## config.mk

```make
export PLATFORM = sky130hd
export DESIGN_NAME = obstacle_scheduler
export DESIGN_NICKNAME = d
export VERILOG_FILES = /design/src/rtl/game_pkg.sv /design/src/rtl/lfsr16.sv /design/src/rtl/obstacle_scheduler.sv
export SDC_FILE = /design/constraint.sdc
export NUM_CORES = 1
export LEC_CHECK = 0
export BUFFER_PORTS_ARGS = -buffer_cell sky130_fd_sc_hd__buf_2
export CAP_MARGIN = 20
export CORE_UTILIZATION = 52
export CTS_BUF_LIST = sky130_fd_sc_hd__clkbuf_4 sky130_fd_sc_hd__clkbuf_8
export DETAILED_ROUTE_END_ITERATION = 12
export HOLD_SLACK_MARGIN = 0.15
export PLACE_DENSITY_LB_ADDON = 0.1
export SLEW_MARGIN = 20
export SYNTH_ARGS = -nofsm -noshare
export SYNTH_HDL_FRONTEND = slang
export SYNTH_SLANG_ARGS = --single-unit
export TNS_END_PERCENT = 10
```

## constraint.sdc

```tcl
create_clock -name i_clk -period 3.8 [get_ports i_clk]
set_input_delay 0.19 -clock i_clk [delete_from_list [all_inputs] [get_ports i_clk]]
set_output_delay 0.19 -clock i_clk [all_outputs]
set_load 0.03 [all_outputs]
```

## src/rtl/game_pkg.sv

```systemverilog
// Shared game-level types and constants for the obstacle datapath blocks.
package game_pkg;

    typedef enum logic [1:0] {
        ST_IDLE = 2'd0,
        ST_RUN  = 2'd1,
        ST_OVER = 2'd2
    } state_t;

    localparam int          D_WIDTH      = 640;
    localparam int          D_HEIGHT     = 480;
    localparam int          MAX_SPEED    = 4;
    localparam int          SPEEDUP_STEP = 8;
    localparam logic [15:0] LFSR_TAPS    = 16'hB400;

endpackage

```

## src/rtl/lfsr16.sv

```systemverilog
// 16-bit right-shifting Galois LFSR; advances every cycle, reloads SEED on reset.
module lfsr16
    import game_pkg::*;
#(
    parameter logic [15:0] SEED = 16'hACE1
) (
    input  logic        i_clk,
    input  logic        i_rst,
    output logic [15:0] o_state
);

    always_ff @(posedge i_clk) begin
        if (i_rst) begin
            o_state <= SEED;
        end else if (o_state[0]) begin
            o_state <= (o_state >> 1) ^ LFSR_TAPS;
        end else begin
            o_state <= o_state >> 1;
        end
    end

endmodule

```

## src/rtl/obstacle_scheduler.sv

```systemverilog
// Obstacle slot pool, spawn cadence, scoring and IDLE/RUN/OVER game FSM.
// Optional macro OBSTACLE_SPEEDUP_EN: speed steps up every SPEEDUP_STEP retirements.
module obstacle_scheduler #(
    parameter int          N_OBS     = 4,
    parameter int          H_WIDTH   = 20,
    parameter int          H_HEIGHT  = 15,
    parameter int          D_WIDTH   = game_pkg::D_WIDTH,
    parameter int          D_HEIGHT  = game_pkg::D_HEIGHT,
    parameter int          SPAWN_GAP = 160,
    parameter logic [15:0] LFSR_SEED = 16'hACE1
) (
    input  logic                 i_clk,
    input  logic                 i_rst,
    input  logic                 i_ani_stb,
    input  logic                 i_start,
    input  logic                 i_collide,
    output logic [12*N_OBS-1:0]  o_x,
    output logic [12*N_OBS-1:0]  o_y,
    output logic [N_OBS-1:0]     o_active,
    output logic [1:0]           o_state,
    output logic [15:0]          o_score
);
    import game_pkg::*;

    localparam int          GAP_W   = $clog2(SPAWN_GAP);
    localparam logic [11:0] SPAWN_X = 12'(D_WIDTH + H_WIDTH - 1);
    localparam logic [9:0]  Y_RANGE = 10'(D_HEIGHT - 2 * H_HEIGHT);
    localparam logic [11:0] Y_BASE  = 12'(H_HEIGHT);

    state_t            state_q;
    logic [15:0]       score_q;
    logic [GAP_W-1:0]  gap_q;
    logic [2:0]        speed;
    logic [15:0]       lfsr_q;
    logic              lfsr_unused;
    logic              act_q [N_OBS];
    logic [11:0]       x_q   [N_OBS];
    logic [11:0]       y_q   [N_OBS];
    logic [N_OBS-1:0]  free_oh;
    logic [N_OBS-1:0]  retire;
    logic              run_stb;
    logic              clear_slots;
    logic              wrap;
    logic [3:0]        ret_cnt;
    logic [16:0]       score_sum;
    logic [15:0]       score_nxt;
    logic [9:0]        r_ext;
    logic [9:0]        r_sub;
    logic [11:0]       spawn_y;

    lfsr16 #(.SEED(LFSR_SEED)) u_lfsr (
        .i_clk   (i_clk),
        .i_rst   (i_rst),
        .o_state (lfsr_q)
    );

    // Collision outranks a same-cycle strobe, so it suppresses all slot updates.
    assign run_stb     = (state_q == ST_RUN) && i_ani_stb && !i_collide;
    assign clear_slots = (state_q == ST_IDLE) || ((state_q == ST_OVER) && i_start);
    assign wrap        = (gap_q == GAP_W'(SPAWN_GAP - 1));
    assign free_oh     = ~o_active & (o_active + N_OBS'(1));

    assign r_ext       = {1'b0, lfsr_q[8:0]};
    assign r_sub       = (r_ext >= Y_RANGE) ? (r_ext - Y_RANGE) : r_ext;
    assign spawn_y     = Y_BASE + {2'b00, r_sub};
    assign lfsr_unused = ^lfsr_q[15:9];

    always_comb begin
        ret_cnt = '0;
        for (int unsigned k = 0; k < N_OBS; k++) begin
            ret_cnt = ret_cnt + 4'(retire[k]);
        end
    end

    assign score_sum = {1'b0, score_q} + 17'(ret_cnt);
    assign score_nxt = score_sum[16] ? 16'hFFFF : score_sum[15:0];

`ifdef OBSTACLE_SPEEDUP_EN
    logic [2:0] speed_q;
    logic       crossed;

    assign crossed = (score_nxt / 16'(SPEEDUP_STEP)) != (score_q / 16'(SPEEDUP_STEP));

    always_ff @(posedge i_clk) begin
        if (i_rst) begin
            speed_q <= 3'd1;
        end else if ((state_q == ST_IDLE) && i_start) begin
            speed_q <= 3'd1;
        end else if (run_stb && crossed && (speed_q < 3'(MAX_SPEED))) begin
            speed_q <= speed_q + 3'd1;
        end
    end

    assign speed = speed_q;
`else
    assign speed = 3'd1;
`endif

    // Every slot decides from pre-strobe state; free_oh only selects inactive slots.
    for (genvar k = 0; k < N_OBS; k++) begin : g_slot
        assign retire[k] = act_q[k] && (x_q[k] <= {9'b0, speed});

        always_ff @(posedge i_clk) begin
            if (i_rst || clear_slots) begin
                act_q[k] <= 1'b0;
                x_q[k]   <= '0;
                y_q[k]   <= '0;
            end else if (run_stb) begin
                if (retire[k]) begin
                    act_q[k] <= 1'b0;
                    x_q[k]   <= '0;
                end else if (act_q[k]) begin
                    x_q[k] <= x_q[k] - {9'b0, speed};
                end else if (wrap && free_oh[k]) begin
                    act_q[k] <= 1'b1;
                    x_q[k]   <= SPAWN_X;
                    y_q[k]   <= spawn_y;
                end
            end
        end

        assign o_x[12*k +: 12] = x_q[k];
        assign o_y[12*k +: 12] = y_q[k];
        assign o_active[k]     = act_q[k];
    end

    always_ff @(posedge i_clk) begin
        if (i_rst) begin
            state_q <= ST_IDLE;
            score_q <= '0;
            gap_q   <= '0;
        end else begin
            case (state_q)
                ST_IDLE: begin
                    if (i_start) begin
                        state_q <= ST_RUN;
                        score_q <= '0;
                        gap_q   <= '0;
                    end
                end
                ST_RUN: begin
                    if (i_collide) begin
                        state_q <= ST_OVER;
                    end else if (i_ani_stb) begin
                        gap_q   <= wrap ? '0 : gap_q + GAP_W'(1);
                        score_q <= score_nxt;
                    end
                end
                ST_OVER: begin
                    if (i_start) begin
                        state_q <= ST_IDLE;
                    end
                end
                default: state_q <= ST_IDLE;
            endcase
        end
    end

    assign o_state = state_q;
    assign o_score = score_q;

endmodule

```

==> summary.md <==
| Metric | Value |
|---|---|
| Maxcap violations | `0` |
| CP max stage cell | `fa_1` |
| Crit Path Class | `register to register` |
| Routed len/inst | `15.0 µm` |
| Max FO, Critical Path | `4` |
| DP Cell Count | `959` |
| CTS Buffer Depth | `2` |
| Ant diodes | `0` |
| Vert. Die Dim | `115 µm` |
| Filler cell count | `1041` |
| RSZ-0062 raised after global routing | `true` |
| TritonCTS Buffers | `17` |
| Initial Util | `0.532` |
| Layout cells sized above 1 | `0.262` |
| Met2 Use GR | `0.381` |
| Top-area cell type share of the netlist area | `0.431` |
| Initial antenna violation count | `0` |
| PwrDens | `445 nW/µm²` |
| Post-detail-place hpwl | `10400 µm` |
| Startpoint Class | `register` |
| Final nets | `832` |
| Number of synthesized flops with an enable pin | `96` |
| Yosys cell types | `52` |
| Root Buffer | `clkbuf_8` |
| Maximum VDD drop | `0.257 mV` |
| Gpl congestion | `0.813` |
| Overall Global Routing Usage | `0.230` |
| CORE AREA | `12600 µm²` |
| Clk slew on worst S/H paths | `70 ps` |
| Count of warnings emitted by yosys | `0` |
| Final Slew Violations | `0` |
| Failing checks | `negative setup slack` |
| Post-synth ARST share | `0` |
| Grt peak-use layer | `met2` |
| Mapped Cells | `668` |
| Slack of the critical path | `-305 ps` |
| CTS Sinks | `138` |
| FP Rows | `41` |
| First-pass GRT wire length | `23600 µm` |
| Vias in the first global route | `4900` |
| First drt pass iteration count | `5` |
| Drt total wl | `14900 µm` |
| Hold Vio Cnt, Final | `0` |
| Final Instance Area | `8150 µm²` |
| Period utilisation layout | `1.08` |
| Fin cells | `997` |
| Die area | `13300 µm²` |
| Hold WC Path Type | `primary input to register` |
| Die width | `115 µm` |
| Fmax achieved | `244 MHz` |
| Synth Area per Inst | `10.0 µm²` |
| DRC errors left | `0` |
| Pin count of the biggest net entering global routing | `47` |
| Met3 Usage GRT | `0.0492` |
| Critical Path Sink Type | `register` |
| Met1 Track Usage GR | `0.297` |
| Clk_skew | `13.2 ps` |
| Placed inst area | `7600 µm²` |
| Insertion delay to the later sink of the worst-skew pair | `460 ps` |
| Port bufs | `118` |
| CP peak stage delay | `510 ps` |
| Synth area leader | `edfxtp_1` |
| Global route overflow | `0` |
| Yosys reg bits | `138` |
| Post-Syn Area | `6690 µm²` |
| CTS tree | `built` |
| Status | `finished with violations` |
| Via count | `5367` |
| Initial DRC Count | `290` |
| Lkg Pwr | `3.61 nW` |
| # IOs | `123` |
| Depth of the CTS H-tree | `4` |
| Worst-margin pin slew | `865 ps` |
| Synth area leaders | `edfxtp_1 43%, dfxtp_1 13%, nor2_1 6.7%` |
| CP Cell Sequence | `or3_4, or4_4, or2_4, or3_4, fa_1, inv_2, fa_2, fa_2, and3_4, nand3_4, buf_4, nor3_1, and3_1, o22ai_1, nor2_1` |
| Synth Flop Type | `edfxtp_1` |
| Worst slew margin | `0.424` |
| Final Setup Violations | `16` |
| Routed Antenna Nets | `0` |
| Clock period minus worst slack | `4110 ps` |
| P&R area growth vs syn | `21.8%` |
| Critical Path AT | `4410 ps` |
| Sequential share of the synthesized area | `0.557` |
| CP required | `4110 ps` |
| Vias per inst | `5.38` |
[per-layer routing]
layer  wire [µm]  vias up
li1            -     2620
met1        6790     2578
met2        7260      154
met3         665       15
met4         196        0
met5           0        -
[cells in the final DEF, fill, tap and decap left out, drive strengths merged, types with 5 or more instances in the layout]
master  count
or2        11
ha         12
xnor2      34
nand2      43
conb        8
or3        11
o31ai       5
and2        5
dfxtp      42
buf       151
nor2b      15
a31oi       6
inv        25
or4         5
edfxtp     96
nor3       22
a21oi      34
nor2      119
nand3      20
nor4        8
o21ai      56
xor2       11
and3       13
clkbuf     21
nand2b      6
[critical path, delay by kind of cell (launching register included)]
kind                     cells  cell delay [ps]
flip-flops                   1              380
AO/OA/AOI/OAI                1              120
buffers and inverters        2              160
adder cells (fa/ha/maj)      3             1250
AND/OR/NAND/NOR              9             2040
[flip-flops by register name, summed over array words and instances (netlist names)]
signal,flops
u_lfsr.o_state,16
gap_q,8
o_state,2
act_q,4
x_q,48
y_q,44
o_score,16
[worst paths after layout]
kind,start,slack (ps),cells after the start,end
max reg2reg,x_q[0][6]$_SDFFCE_PP0P_,-310,15,o_score[14]$_SDFFE_PP0P_
min,i_rst,330,2,u_lfsr.o_state[12]$_SDFF_PP0_
min reg2reg,u_lfsr.o_state[12]$_SDFF_PP0_,420,1,u_lfsr.o_state[11]$_SDFF_PP1_
max,x_q[0][6]$_SDFFCE_PP0P_,-310,15,o_score[14]$_SDFFE_PP0P_
[cell families after synthesis]
| family | share of synthesized area |
|---|---|
| and+or+nand+nor | 0.210 |
| DFF | 0.557 |
| AOI/OAI and AO/OA | 0.103 |
| buffers and inverters | 0.0395 |
| xor gates and xnor gates | 0.0589 |
| adders and majority gates | 0.0314 |
| other | 0.000561 |
[power breakdown]
part	switching, mW	internal, mW
clock network	0.561	0.754
registers	0.0535	1.68
logic	0.370	0.213
total	0.985	2.64
[synthesized netlist by cell type, drive strengths merged, types with 13 or more instances]
master	instances
clkbuf	25
nor2b	15
nand2	43
edfxtp	96
o21ai	56
nor3	22
nor2	119
xnor2	34
a21oi	34
dfxtp	42
and3	13
inv	23
nand3	20
[through the flow]
stage          utilization  hold WS, ps  worst slack, ps  setup TNS [ps]  power (mW)
3_5_place_dp         0.605          405             -640           -7380        2.33
3_3_place_gp         0.605          400             -504           -5620        2.32
6_report             0.648          331             -305           -2900        3.63
5_1_grt              0.648          365             -409           -4780        3.77
4_1_cts              0.645          291             -300           -3180        3.65
2_1_floorplan            -          338             -299           -4150        2.17
[final cells by class]
class / instances / area [µm²] / share of cell area
Tap cell: 172 / 215 / 0.0264
Multi-Input combinational cell: 478 / 2810 / 0.345
Timing Repair Buffer: 154 / 872 / 0.107
Clock buffer: 21 / 270 / 0.0332
Clock inverter: 11 / 168 / 0.0206
Sequential cell: 138 / 3720 / 0.457
Inverter: 23 / 86.3 / 0.0106
[repair_timing]
item | CTS | global route
endpoints found under the hold margin | 2 | 0
resized for setup | 4 | 10
setup buffers | 2 | 1
hold buffers | 3 | 0
setup endpoints to repair | 16 | 16
pin swaps | 7 | 1
No activity file was read; power rests on OpenSTA's default activity.
